===== config.mk =====
export PLATFORM = sky130hd
export DESIGN_NAME = k12a_run_ctl
export DESIGN_NICKNAME = d
export VERILOG_FILES = /design/src/rtl/k12a_run_ctl_pkg.sv /design/src/rtl/k12a_run_ctl_clock_divider.sv /design/src/rtl/k12a_run_ctl.sv
export SDC_FILE = /design/constraint.sdc
export NUM_CORES = 1
export LEC_CHECK = 0
export BUFFER_PORTS_ARGS = -buffer_cell sky130_fd_sc_hd__buf_2
export CORE_MARGIN = 4
export CORE_UTILIZATION = 45
export CTS_BUF_LIST = sky130_fd_sc_hd__clkbuf_2 sky130_fd_sc_hd__clkbuf_4 sky130_fd_sc_hd__clkbuf_8
export DETAILED_ROUTE_END_ITERATION = 6
export PLACE_DENSITY = 0.67
export RECOVER_POWER = 25
export SYNTH_ARGS = -nofsm -noshare
export SYNTH_HDL_FRONTEND = slang
export SYNTH_SLANG_ARGS = --single-unit
export TNS_END_PERCENT = 10

===== constraint.sdc =====
create_clock -name sys_clock -period 3.1 [get_ports sys_clock]
set_clock_uncertainty 0.1 [all_clocks]
set_input_delay 0.465 -clock sys_clock [delete_from_list [all_inputs] [get_ports sys_clock]]
set_output_delay 0.465 -clock sys_clock [all_outputs]
set_load 0.05 [all_outputs]

===== src/rtl/k12a_run_ctl_pkg.sv =====
// Shared definitions for the K12A run/halt/step clock controller.
//   k12a_run_state_t : controller states
//   K12A_DIV_WIDTH   : default divider select / phase counter width
//   K12A_CNT_WIDTH   : default cpu_clock rising-edge counter width
package k12a_run_ctl_pkg;

  typedef enum logic [1:0] {
    HALTED   = 2'd0,
    RUN      = 2'd1,
    STEP     = 2'd2,
    STEP_ACK = 2'd3
  } k12a_run_state_t;

  localparam int unsigned K12A_DIV_WIDTH = 8;
  localparam int unsigned K12A_CNT_WIDTH = 16;

endpackage


===== src/rtl/k12a_run_ctl_clock_divider.sv =====
// k12a_clock_divider: phase counter and cpu_clock generator.
//   clk_i, rst_n_i   : sys_clock, async active-low reset
//   en_i             : count/toggle enable (controller in RUN or STEP)
//   load_i           : reload counter from div_sel_i while disabled
//   next_active_i    : controller will be active after this edge
//   div_sel_i        : sys_clock cycles per half-period, minus 1
//   cpu_clock_o      : registered CPU clock
//   rise_o           : this edge raises cpu_clock
//   period_end_o     : this edge lowers cpu_clock (end of a full period)
//   write_window_o   : high during the sys_clock period before a rising edge
module k12a_clock_divider
  import k12a_run_ctl_pkg::*;
#(
  parameter int unsigned DIV_WIDTH = K12A_DIV_WIDTH
) (
  input  logic                 clk_i,
  input  logic                 rst_n_i,
  input  logic                 en_i,
  input  logic                 load_i,
  input  logic                 next_active_i,
  input  logic [DIV_WIDTH-1:0] div_sel_i,
  output logic                 cpu_clock_o,
  output logic                 rise_o,
  output logic                 period_end_o,
  output logic                 write_window_o
);

  logic [DIV_WIDTH-1:0] cnt_q, cnt_d;
  logic                 cpu_clock_q, cpu_clock_d;
  logic                 write_window_q, write_window_d;

  always_comb begin
    cnt_d        = cnt_q;
    cpu_clock_d  = cpu_clock_q;
    rise_o       = 1'b0;
    period_end_o = 1'b0;
    if (en_i) begin
      if (cnt_q == '0) begin
        cpu_clock_d  = ~cpu_clock_q;
        cnt_d        = div_sel_i;
        rise_o       = ~cpu_clock_q;
        period_end_o = cpu_clock_q;
      end else begin
        cnt_d = cnt_q - DIV_WIDTH'(1);
      end
    end else begin
      cpu_clock_d = 1'b0;
      if (load_i) begin
        cnt_d = div_sel_i;
      end
    end
    // Predict from post-edge values: the window covers the cycle whose
    // ending edge will raise cpu_clock.
    write_window_d = next_active_i && !cpu_clock_d && (cnt_d == '0);
  end

  always_ff @(posedge clk_i or negedge rst_n_i) begin
    if (!rst_n_i) begin
      cnt_q          <= '0;
      cpu_clock_q    <= 1'b0;
      write_window_q <= 1'b0;
    end else begin
      cnt_q          <= cnt_d;
      cpu_clock_q    <= cpu_clock_d;
      write_window_q <= write_window_d;
    end
  end

  assign cpu_clock_o    = cpu_clock_q;
  assign write_window_o = write_window_q;

endmodule


===== src/rtl/k12a_run_ctl.sv =====
// k12a_run_ctl: run/halt/single-step controller for the K12A CPU clock.
//   sys_clock, reset_n : system clock, async active-low reset
//   run_req            : level, free-run request
//   halt_req           : level, stop request (highest priority)
//   step_req/step_ack  : 4-phase single-step handshake
//   div_sel            : sys_clock cycles per cpu_clock half-period, minus 1
//   cpu_clock          : registered CPU clock, always stopped low
//   async_write        : sys_clock gated by the registered write window
//   halted             : core stopped (HALTED or STEP_ACK)
//   cycle_count        : cpu_clock rising edges, wrapping
module k12a_run_ctl
  import k12a_run_ctl_pkg::*;
#(
  parameter int unsigned DIV_WIDTH    = K12A_DIV_WIDTH,
  parameter int unsigned CNT_WIDTH    = K12A_CNT_WIDTH,
  parameter bit          RUN_ON_RESET = 1'b1
) (
  input  logic                 sys_clock,
  input  logic                 reset_n,
  input  logic                 run_req,
  input  logic                 halt_req,
  input  logic                 step_req,
  output logic                 step_ack,
  input  logic [DIV_WIDTH-1:0] div_sel,
  output logic                 cpu_clock,
  output logic                 async_write,
  output logic                 halted,
  output logic [CNT_WIDTH-1:0] cycle_count
);

  localparam k12a_run_state_t RESET_STATE = RUN_ON_RESET ? RUN : HALTED;

  k12a_run_state_t      state_q, state_d;
  logic                 load;
  logic                 active, next_active;
  logic                 rise, period_end;
  logic                 write_window;
  logic                 step_ack_q, halted_q;
  logic [CNT_WIDTH-1:0] cycle_count_q;

  assign active      = (state_q == RUN) || (state_q == STEP);
  assign next_active = (state_d == RUN) || (state_d == STEP);

  k12a_clock_divider #(
    .DIV_WIDTH(DIV_WIDTH)
  ) u_div (
    .clk_i         (sys_clock),
    .rst_n_i       (reset_n),
    .en_i          (active),
    .load_i        (load),
    .next_active_i (next_active),
    .div_sel_i     (div_sel),
    .cpu_clock_o   (cpu_clock),
    .rise_o        (rise),
    .period_end_o  (period_end),
    .write_window_o(write_window)
  );

  always_comb begin
    state_d = state_q;
    load    = 1'b0;
    unique case (state_q)
      HALTED: begin
        if (halt_req) begin
          state_d = HALTED;
        end else if (run_req) begin
          state_d = RUN;
          load    = 1'b1;
        end else if (step_req) begin
          state_d = STEP;
          load    = 1'b1;
        end
      end
      RUN: begin
        if (period_end && (halt_req || !run_req)) state_d = HALTED;
      end
      STEP: begin
        if (period_end) state_d = STEP_ACK;
      end
      STEP_ACK: begin
        if (!step_req) state_d = HALTED;
      end
      default: state_d = HALTED;
    endcase
  end

  always_ff @(posedge sys_clock or negedge reset_n) begin
    if (!reset_n) begin
      state_q       <= RESET_STATE;
      step_ack_q    <= 1'b0;
      halted_q      <= !RUN_ON_RESET;
      cycle_count_q <= '0;
    end else begin
      state_q    <= state_d;
      step_ack_q <= (state_d == STEP_ACK);
      halted_q   <= (state_d == HALTED) || (state_d == STEP_ACK);
      if (rise) cycle_count_q <= cycle_count_q + CNT_WIDTH'(1);
    end
  end

  assign step_ack    = step_ack_q;
  assign halted      = halted_q;
  assign cycle_count = cycle_count_q;
  assign async_write = sys_clock & write_window;

endmodule


==> run_results.csv, run 1 <==
group,metric,value,unit
yosys,ys.flop_type,"dfrtp_1",
placement,dp_slack,32.0,ps
yosys,synth.yosys.seq_area_share,0.438,
worst_setup_path,slowest_delay,540,ps
worst_setup_path,cp_max_fo,4,
timing,final_max_slew_viol_count,31,
timing,whs,274,ps
finish,area_delta_synth_final,21.3,%
power_and_ir_drop,seq_power_share,0.373,
clock_tree,clk_pin_slew_worst_paths,60,ps
yosys,synth-seq-cells,30,
routing,vias,1418,
floorplanning,core-area,3690,um2
clock_tree,worstSkewPairLatency,380,ps
worst_setup_path,required,3290,ps
yosys,syn_area_per_cell,10.2,um2
yosys,syn-cell-area,1720,um2
worst_hold_path,hp-class,"input pin to register",
routing,firstDrtPassIters,4,
floorplanning,dieArea,4870,um2
timing,layout_setup_ws,148,ps
routing,routed_wl,3710,um
worst_setup_path,cp.arrival,3140,ps
power_and_ir_drop,switching_share,0.362,
routing,wl_per_cell,14.1,um
run,maxCapViolCount,1,
finish,drive_gt1_frac,0.294,
grt,grt_pass1_vias,1350,
power_and_ir_drop,vdd_drop_max,0.420,mV
floorplanning,ios,33,
timing,fmax,0.339,GHz
worst_setup_path,crit_chain,"or4_4 > or3_1 > inv_1 > ha_1 > nand2_1 > o21ai_2 > a21oi_1 > o21ai_0 > o211ai_1 > ha_1 > inv_1 > nor4_2",
floorplanning,core.rowCount,22,
timing,relSlewSlack,-0.0461,
placement,port_buffers,32,
grt,grt_pass1_wl,6210,um
run_status,violations,"capacitance limit, slew limit",
timing,tightest_slew,1570,ps
power_and_ir_drop,p_clk_frac,0.291,
routing,vias_per_cell,5.41,
floorplanning,initial_core_util,0.466,
yosys,yosys.cell_types.count,42,
placement,dp.cells,250,
worst_setup_path,critPathBufInv,2,
yosys,async_flop_share,1.00,
routing,drc,0,
floorplanning,die_w,69.8,um
grt,grt-ovfl-total,0,
run_status,run_status,"complete, but fails checks",
power_and_ir_drop,power.density,667,nW/um2
yosys,syn_nets,191,
finish,n_antenna_cell,0,
power_and_ir_drop,power,1390,uW
grt,antenna_found_initial,0,
timing,grt_setup_unrepaired,"true",
yosys,synth-edff-count,0,
placement,hpwl,2730,um
worst_setup_path,worst_setup_path_start_kind,"register",
worst_setup_path,criticalPathCategory,"register to register",
timing,setup_violations,0,
power_and_ir_drop,combPwrFrac,0.336,
placement,gp_congestion,0.930,
finish,nNetsFinal,236,
power_and_ir_drop,intPower,887,uW
worst_setup_path,reg2regPathDepth,12,
worst_setup_path,critical-path-slowest-cell,"or4_4",
power_and_ir_drop,leakage,0.00104,uW
yosys,ys.warnings.count,0,
timing,hold_viol,0,
worst_setup_path,worst_setup_path_end_kind,"register",
routing,postRouteAntennaNets,0,
grt,grt_usage,0.161,
clock_tree,hold_buffers,0,
clock_tree,tritoncts,"done",
worst_setup_path,cp_top_family,"simple AND/OR/NAND/NOR gates",
routing,drt-initial-drc-count,37,
floorplanning,die_y,69.8,um
power_and_ir_drop,p_switching,502,uW
timing,fin_crit_sh,0.952,
timing,min_period,2950,ps
yosys,synthCells,168,
finish,instances_no_fill,262,
worst_setup_path,worst-path-stages,12,
grt,grt_max_degree,31,
worst_hold_path,hold-path-cell-count,4,
through the flow:
| step | setup TNS [ps] | instance area, um2 | util |
|---|---|---|---|
| after floorplan | 0 | 1720 | - |
| after global placement | 0 | 1940 | 0.525 |
| after detailed placement | 0 | 1940 | 0.525 |
| after CTS | 0 | 2060 | 0.560 |
| after global routing | -13.9 | 2080 | 0.565 |
| final | 0 | 2080 | 0.565 |
path summary, 6_finish.rpt:
check / from / to / slack [ps]
hold reg to reg: cycle_count[15]$_DFFE_PN0P_ / cycle_count[15]$_DFFE_PN0P_ / 360
hold / removal: halt_req / state_q[0]$_DFF_PN1_ / 270
setup / recovery: u_div.cnt_q[5]$_DFF_PN0_ / u_div.write_window_o$_DFF_PN0_ / 150
min in group asynchronous: reset_n / state_q[1]$_DFF_PN0_ / 370
setup reg to reg: u_div.cnt_q[5]$_DFF_PN0_ / u_div.write_window_o$_DFF_PN0_ / 150
max in group asynchronous: reset_n / cycle_count[0]$_DFFE_PN0P_ / 1630
state kept, by name, summed over array words and instances (netlist names):
signal,cells
state_q,2
halted,1
cycle_count,16
u_div.cnt_q,8
step_ack,1
u_div.cpu_clock_o,1
u_div.write_window_o,1
power groups by stage:
stage | registers (uW) | logic, uW | clock network [uW]
2_1_floorplan | 538 | 317 | 0.0446
3_3_place_gp | 516 | 433 | 0.0527
3_5_place_dp | 521 | 445 | 0.0527
4_1_cts | 515 | 448 | 416
5_1_grt | 527 | 518 | 435
6_report | 518 | 467 | 405
logic make-up after synthesis:
logic type,after synthesis,share of synthesized area
flip-flops,30,0.438
AO/OA/AOI/OAI,23,0.0976
buffers and inverters,17,0.0532
AND/OR/NAND/NOR,64,0.211
adder cells (fa/ha/maj),10,0.0728
XOR/XNOR,17,0.0867
multiplexers,7,0.0415
tightest hold or removal path: stages:
cell and delay, ps:
buf_2 100, nor2_1 50, nand2_1 70, o21ai_2 60
layout by cell type (no fill, tap or decap), types with 2 or more instances in the layout:
| cell | n |
|---|---|
| o21ai_0 | 6 |
| and2_1 | 2 |
| buf_4 | 6 |
| a21oi_1 | 2 |
| and4_1 | 2 |
| buf_2 | 31 |
| nand3_1 | 5 |
| nand2_1 | 11 |
| xnor2_1 | 9 |
| nor4_1 | 5 |
| or4_1 | 3 |
| xor2_1 | 8 |
| clkbuf_8 | 8 |
| nand4_1 | 5 |
| nor2_1 | 11 |
| o21ai_2 | 2 |
| inv_1 | 13 |
| nor3_1 | 6 |
| a221oi_1 | 2 |
| a31oi_1 | 3 |
| o31ai_1 | 3 |
| ha_1 | 10 |
| clkinv_2 | 2 |
| dfrtp_1 | 29 |
| mux2i_1 | 6 |
Yosys cell counts (5+ instances only):
cell type	count	area, um2
inv_1	13	48.8
nand3_1	5	25.0
nor4_1	5	31.3
o21ai_0	8	40.0
nor2_1	12	45.0
mux2i_1	6	60.1
xor2_1	8	70.1
nand2_1	11	41.3
xnor2_1	9	78.8
nor3_1	6	30.0
nand4_1	5	31.3
ha_1	10	125
dfrtp_1	29	726
layout make-up:
| type | instances | area, um2 |
|---|---|---|
| tap | 48 | 60.1 |
| clock inverter | 2 | 10.0 |
| clock buffer | 10 | 123 |
| fill | 326 | 1600 |
| timing repair buffer | 37 | 199 |
| multi-input combinational | 121 | 888 |
| sequential | 30 | 752 |
| inverter | 14 | 52.6 |
timing repair:
item / CTS / global route
endpoints found under the setup margin: 0 / 4
gates resized for setup: 0 / 7
buffers inserted: 0 / 1
endpoints found under the hold margin: 0 / 0
layer usage:
layer / routed length (um) / track usage / vias up
met4: 76 / 0.0723 / 0
met2: 1730 / 0.249 / 47
met3: 269 / 0.0667 / 12
met1: 1630 / 0.195 / 662
li1: - / - / 697
met5: 0 / 0 / -
Power figures use the tool's default switching activity.
==> inputs of run 2 (changes only) <==
--- a/config.mk
+++ b/config.mk
@@ -10,9 +10,10 @@
 export CORE_UTILIZATION = 45
 export CTS_BUF_LIST = sky130_fd_sc_hd__clkbuf_2 sky130_fd_sc_hd__clkbuf_4 sky130_fd_sc_hd__clkbuf_8
 export DETAILED_ROUTE_END_ITERATION = 6
-export PLACE_DENSITY = 0.67
+export PLACE_DENSITY = 0.66
 export RECOVER_POWER = 25
 export SYNTH_ARGS = -nofsm -noshare
 export SYNTH_HDL_FRONTEND = slang
+export SYNTH_HIERARCHICAL = 1
 export SYNTH_SLANG_ARGS = --single-unit
 export TNS_END_PERCENT = 10
==> run 2 against run 1 <==
Compared with the run above:
- the run still ends with capacitance limit, slew limit left
- hold slack better by 18 ps
- non-clock buffer count up 5
- sequential share of layout area down 2.3 points
- via count up 4.0%
- clock power up 5%
- flip-flop and latch count unchanged
- fmax up 2.6%
- combinational power up 18%
- utilization up 3.4 points
- cell area up 6.8%
- power up 7.0%
- critical path type unchanged
==> run_results.csv, run 2 <==
group,metric,value,unit
floorplanning,core-area,3720,um2
worst_setup_path,cp.arrival,3070,ps
timing,tightest_slew,1550,ps
yosys,ys_top_cells_by_area,"dfrtp_1 41%, ha_1 7.1%, xnor2_1 6.0%, inv_1 3.0%, xor2_1 2.0%",
routing,postRouteAntennaNets,0,
routing,firstDrtPassIters,4,
clock_tree,hold_buffers,0,
yosys,synth-seq-cells,30,
finish,finalCoreUtilization,0.599,
floorplanning,ios,33,
yosys,syn-cell-area,1760,um2
floorplanning,initial_core_util,0.473,
yosys,synth.most_common_cell,"dfrtp_1",
floorplanning,core.rowCount,22,
timing,setup_violations,0,
finish,nNetsFinal,245,
power_and_ir_drop,seq_power_share,0.343,
worst_setup_path,worst_setup_path_end_kind,"register",
power_and_ir_drop,p_switching,510,uW
worst_setup_path,cp_max_fo,6,
floorplanning,die_y,70.5,um
yosys,syn_area_per_cell,10.3,um2
yosys,synth.yosys.seq_area_share,0.428,
power_and_ir_drop,leakage,0.00107,uW
finish,largest_reg_flops,16,
worst_setup_path,crit_path_end,"u_div/write_window_o$_DFF_PN0_",
placement,hpwl,2920,um
worst_setup_path,required,3290,ps
placement,port_buffers,32,
timing,fmax,0.348,GHz
timing,relSlewSlack,-0.0328,
grt,grt_usage,0.175,
timing,hold_viol,0,
timing,whs,292,ps
run_status,run_status,"complete, but fails checks",
routing,routed_wl,3880,um
worst_setup_path,startpoint,"state_q[0]$_DFF_PN1_",
routing,wl_per_cell,14.3,um
worst_setup_path,worst_setup_path_start_kind,"register",
grt,grt_max_degree,31,
floorplanning,die_w,70.5,um
clock_tree,worstSkewPairLatency,380,ps
yosys,syn_nets,194,
yosys,synth_top_cell_area_share,0.413,
clock_tree,clk_pin_slew_worst_paths,70,ps
yosys,ys.warnings.count,6,
routing,vias,1475,
run,maxCapViolCount,1,
routing,vias_per_cell,5.44,
power_and_ir_drop,power.density,668,nW/um2
grt,grt-ovfl-total,0,
timing,min_period,2880,ps
yosys,synthCells,171,
yosys,async_flop_share,1.00,
placement,dp_slack,-90.2,ps
yosys,ys.flop_type,"dfrtp_1",
timing,tns,0,ps
power_and_ir_drop,switching_share,0.343,
worst_setup_path,criticalPathCategory,"register to register",
yosys,yosys.cell_types.count,49,
yosys,synth-edff-count,0,
timing,grt_setup_unrepaired,"false",
routing,drc,0,
worst_hold_path,hp-class,"input pin to register",
finish,drive_gt1_frac,0.336,
timing,fin_crit_sh,0.928,
worst_setup_path,reg2regPathDepth,9,
floorplanning,dieArea,4970,um2
clock_tree,tritoncts,"done",
worst_setup_path,r2r-start,"state_q[0]$_DFF_PN1_",
worst_setup_path,timing.rr.end,"u_div/write_window_o$_DFF_PN0_",
power_and_ir_drop,p_clk_frac,0.285,
grt,antenna_found_initial,0,
finish,final_cell_mix,"31 x buf_2, 29 x dfrtp_1, 14 x inv_1",
timing,layout_setup_ws,222,ps
grt,grt_pass1_wl,6960,um
placement,place_area,2050,um2
grt,grt_pass1_vias,1585,
worst_setup_path,reg2reg_slack,220,ps
placement,gp_congestion,0.916,
finish,fin_area,2230,um2
finish,n_antenna_cell,0,
power_and_ir_drop,combPwrFrac,0.372,
routing,drt-initial-drc-count,65,
power_and_ir_drop,intPower,977,uW
yosys,synth_top_cell_by_area,"dfrtp_1",
finish,final_common_cell,"buf_2",
yosys,synth_common_cells,"29 x dfrtp_1, 14 x inv_1, 12 x xnor2_1",
finish,area_delta_synth_final,26.7,%
run_status,violations,"capacitance limit, slew limit",
power_and_ir_drop,vdd_drop_max,0.404,mV
timing,final_max_slew_viol_count,31,
[run 2: changes by cell type after synthesis, sizes merged, moves of 3 or more]
cell   previous run  this run
nor3              7         4
xnor2             9        13
mux2i             6         3
a21oi             2         6
nor2             12         8
xor2              8         4
o21ai             8         4
[run 2: cell families (layout without fill, tap and decap cells)]
| group | count (synthesis) | in the layout | synth area share |
|---|---|---|---|
| compound gates | 28 | 28 | 0.115 |
| xor+xnor | 17 | 17 | 0.0890 |
| fa+ha+maj | 10 | 10 | 0.0712 |
| buf+inv | 18 | 70 | 0.0384 |
| flops | 30 | 30 | 0.428 |
| mux | 5 | 5 | 0.0299 |
| simple gates | 63 | 63 | 0.229 |
[run 2: how the worst min path moves through the flow]
stage,cells past startpoint,from,to
2_1_floorplan,0,reset_n,cycle_count[0]$_DFFE_PN0P_
3_3_place_gp,1,cycle_count[10]$_DFFE_PN0P_,cycle_count[10]$_DFFE_PN0P_
5_1_grt,3,div_sel[6],u_div/cnt_q[6]$_DFF_PN0_
4_1_cts,1,reset_n,u_div/cnt_q[7]$_DFF_PN0_
6_report,3,div_sel[6],u_div/cnt_q[6]$_DFF_PN0_
3_5_place_dp,1,cycle_count[10]$_DFFE_PN0P_,cycle_count[10]$_DFFE_PN0P_
[run 2: metrics by stage]
stage | cells | power (uW)
final | 271 | 1490
after global routing | 271 | 1590
after CTS | 270 | 1460
after detailed placement | 259 | 1020
after global placement | 259 | 1020
after floorplan | 171 | 844
[run 2: critical path, stage by stage, from the launching register on]
cell and delay [ps]:
dfstp_2 580, inv_1 70, ha_1 250, nand2b_1 150, a21oi_1 150, and2b_1 300, a21oi_1 180, o211ai_1 130
or4b_2 630, nor4_2 240
[run 2: power groups by stage]
stage          clock (uW)  combinational, uW  sequential [uW]
2_1_floorplan       0.291                295              549
3_5_place_dp        0.342                515              508
6_report              424                552              510
4_1_cts               440                523              501
5_1_grt               460                612              523
3_3_place_gp        0.342                509              507
[run 2: layout make-up]
| type | instances | area (um2) |
|---|---|---|
| clock inverters | 2 | 12.5 |
| repair buffers | 42 | 236 |
| well taps | 48 | 60.1 |
| flip-flops and latches | 30 | 752 |
| inverters | 16 | 60.1 |
| fillers | 344 | 1490 |
| multi-input cells | 123 | 977 |
| clock buffers | 10 | 129 |
[run 2: layer usage]
metal,GRT usage,routed length [um]
met1,0.223,1720
met2,0.267,1850
met3,0.0633,267
met4,0.0766,41
met5,0,0
[run 2: what timing repair did]
item	CTS	global route
buffers inserted	0	1
pin swaps	0	2
setup endpoints to repair	1	2
gates resized for setup	1	7
==> inputs of run 3 (changes only) <==
--- a/config.mk
+++ b/config.mk
@@ -6,12 +6,14 @@
 export NUM_CORES = 1
 export LEC_CHECK = 0
 export BUFFER_PORTS_ARGS = -buffer_cell sky130_fd_sc_hd__buf_2
+export CAP_MARGIN = 20
 export CORE_MARGIN = 4
 export CORE_UTILIZATION = 45
 export CTS_BUF_LIST = sky130_fd_sc_hd__clkbuf_2 sky130_fd_sc_hd__clkbuf_4 sky130_fd_sc_hd__clkbuf_8
 export DETAILED_ROUTE_END_ITERATION = 6
 export PLACE_DENSITY = 0.66
 export RECOVER_POWER = 25
+export REMOVE_ABC_BUFFERS = 1
 export SYNTH_ARGS = -nofsm -noshare
 export SYNTH_HDL_FRONTEND = slang
 export SYNTH_HIERARCHICAL = 1
==> run 3 against run 2 <==
Compared with the run above:
- the flow still finishes with violations (capacitance limit, slew limit)
- power rose by 6.9%
- first-iteration DRC count fell by 1.5%
- sequential power rose by 2%
- hold slack improved by 17 ps
- routed wire length rose by 12%
- non-clock buffer count rose by 2
- combinational power rose by 6.0%
- highest routed layer unchanged
- setup slack got worse by 150 ps
- global-route usage rose by 0.46 points
- critical endpoint unchanged
- sequential share of layout area fell by 0.67 points
- count of clock-buffer cells in the layout fell by 1
==> run_results.csv, run 3 (synthesis results as in run 2) <==
group,metric,value,unit
timing,hold_viol,0,
clock_tree,tritoncts,"done",
routing,wl_per_cell,15.8,um
worst_setup_path,required,3290,ps
worst_setup_path,critical-path-slowest-cell,"a221oi_2",
worst_setup_path,cp.arrival,3220,ps
floorplanning,core-area,3720,um2
finish,n_antenna_cell,0,
finish,final_common_cell,"buf_2",
floorplanning,dieArea,4970,um2
worst_setup_path,cp_top_family,"simple AND/OR/NAND/NOR gates",
floorplanning,initial_core_util,0.473,
run_status,violations,"capacitance limit, slew limit",
worst_setup_path,worst_setup_path_end_kind,"register",
finish,multi_input_area,993,um2
worst_setup_path,cp_max_fo,3,
worst_hold_path,hp-class,"input pin to register",
finish,area_delta_synth_final,29.3,%
placement,place_area,2060,um2
grt,antenna_found_initial,0,
finish,fillers,328,
timing,min_period,3030,ps
floorplanning,die_w,70.5,um
floorplanning,ios,33,
finish,regArea,752,um2
routing,vias_per_cell,5.60,
routing,postRouteAntennaNets,0,
run,maxCapViolCount,1,
grt,grt_pass1_vias,1518,
finish,fin_area,2270,um2
grt,grt-ovfl-total,0,
power_and_ir_drop,vdd_drop_max,0.424,mV
timing,final_max_slew_viol_count,31,
worst_setup_path,critPathBufInv,2,
floorplanning,core.rowCount,22,
worst_setup_path,worst_setup_path_start_kind,"register",
power_and_ir_drop,leakage,0.00109,uW
placement,dp_slack,-163,ps
run_status,run_status,"complete, but fails checks",
worst_setup_path,slowest_delay,410,ps
worst_setup_path,criticalPathCategory,"register to register",
grt,grt_pass1_wl,7100,um
clock_tree,worstSkewPairLatency,380,ps
routing,firstDrtPassIters,4,
floorplanning,die_y,70.5,um
routing,drc,0,
routing,drt-initial-drc-count,64,
finish,drive_gt1_frac,0.351,
timing,relSlewSlack,-0.0941,
placement,hpwl,3100,um
placement,gp_congestion,0.902,
clock_tree,hold_buffers,0,
grt,grt_max_degree,31,
worst_setup_path,crit_top_cell,"ha_1",
timing,fin_crit_sh,0.978,
finish,finalCoreUtilization,0.611,
placement,dp.cells,261,
finish,nNetsFinal,247,
worst_setup_path,crit_chain,"inv_2 > ha_1 > nor3b_4 > nand2_2 > clkinv_1 > ha_1 > and2_1 > o21ai_0 > a221oi_2 > o31ai_2 > ha_1 > nor2b_4 > nand4b_4 > nor4_2",
power_and_ir_drop,power.density,699,nW/um2
finish,final_cell_mix,"31 x buf_2, 29 x dfrtp_1, 13 x inv_1, 13 x buf_4, 12 x xnor2_1",
routing,routed_wl,4330,um
timing,layout_setup_ws,68.9,ps
placement,port_buffers,32,
grt,grt_usage,0.180,
timing,tightest_slew,1640,ps
clock_tree,clk_pin_slew_worst_paths,70,ps
routing,vias,1530,
timing,fmax,0.330,GHz
finish,largest_reg_flops,16,
timing,setup_violations,0,
finish,instances_no_fill,273,
-- run 3: repair_timing --
item | 4_1_cts | 5_1_grt
cloned | 0 | 0
hold endpoints to repair | 0 | 0
gates resized for setup | 2 | 9
setup endpoints to repair | 1 | 1
buffers inserted | 0 | 1
pin swaps | 0 | 1
-- run 3: tightest hold or removal path, cell delays in order --
cell and delay, ps:
buf_2 90, o31ai_1 80, nor2_1 100
-- run 3: worst paths after layout --
path                                             start                        endpoint  slack (ps)  cells past startpoint
setup / recovery              u_div/cnt_q[0]$_DFF_PN0_  u_div/write_window_o$_DFF_PN0_          70                     14
hold / removal                              div_sel[5]        u_div/cnt_q[5]$_DFF_PN0_         310                      3
setup reg to reg              u_div/cnt_q[0]$_DFF_PN0_  u_div/write_window_o$_DFF_PN0_          70                     14
hold reg to reg            cycle_count[15]$_DFFE_PN0P_     cycle_count[15]$_DFFE_PN0P_         400                      1
max in group asynchronous                      reset_n      cycle_count[2]$_DFFE_PN0P_        1550                      1
min in group asynchronous                      reset_n        u_div/cnt_q[7]$_DFF_PN0_         400                      1
-- run 3: routing by layer --
| layer | GRT usage | share of wire |
|---|---|---|
| met3 | 0.0561 | 0.058 |
| met4 | 0.0681 | 0.017 |
| met2 | 0.279 | 0.50 |
| met1 | 0.235 | 0.42 |
| met5 | 0 | 0 |
-- run 3: report_power, final --
part / total [uW] / leakage [uW] / internal (uW) / switching [uW]
combinational: 585 / 0.000611 / 276 / 309
sequential: 520 / 0.000393 / 452 / 67.8
clock: 484 / 0.0000881 / 318 / 166
-- run 3: through the flow --
step	total power (uW)	hold WS, ps	setup TNS, ps
finish	1590	309	0
global placement	1020	376	0
global route	1680	299	-98.0
detailed placement	1040	387	-163
floorplan	843	69.4	0
CTS	1550	28.8	0
-- run 3: cell type report --
type / instances / share of cell area
sequential: 30 / 0.331
tap: 48 / 0.0264
timing repair buffer: 44 / 0.111
inverter: 16 / 0.0264
multi-input combinational: 123 / 0.437
clock buffer: 9 / 0.0507
clock inverter: 3 / 0.0176
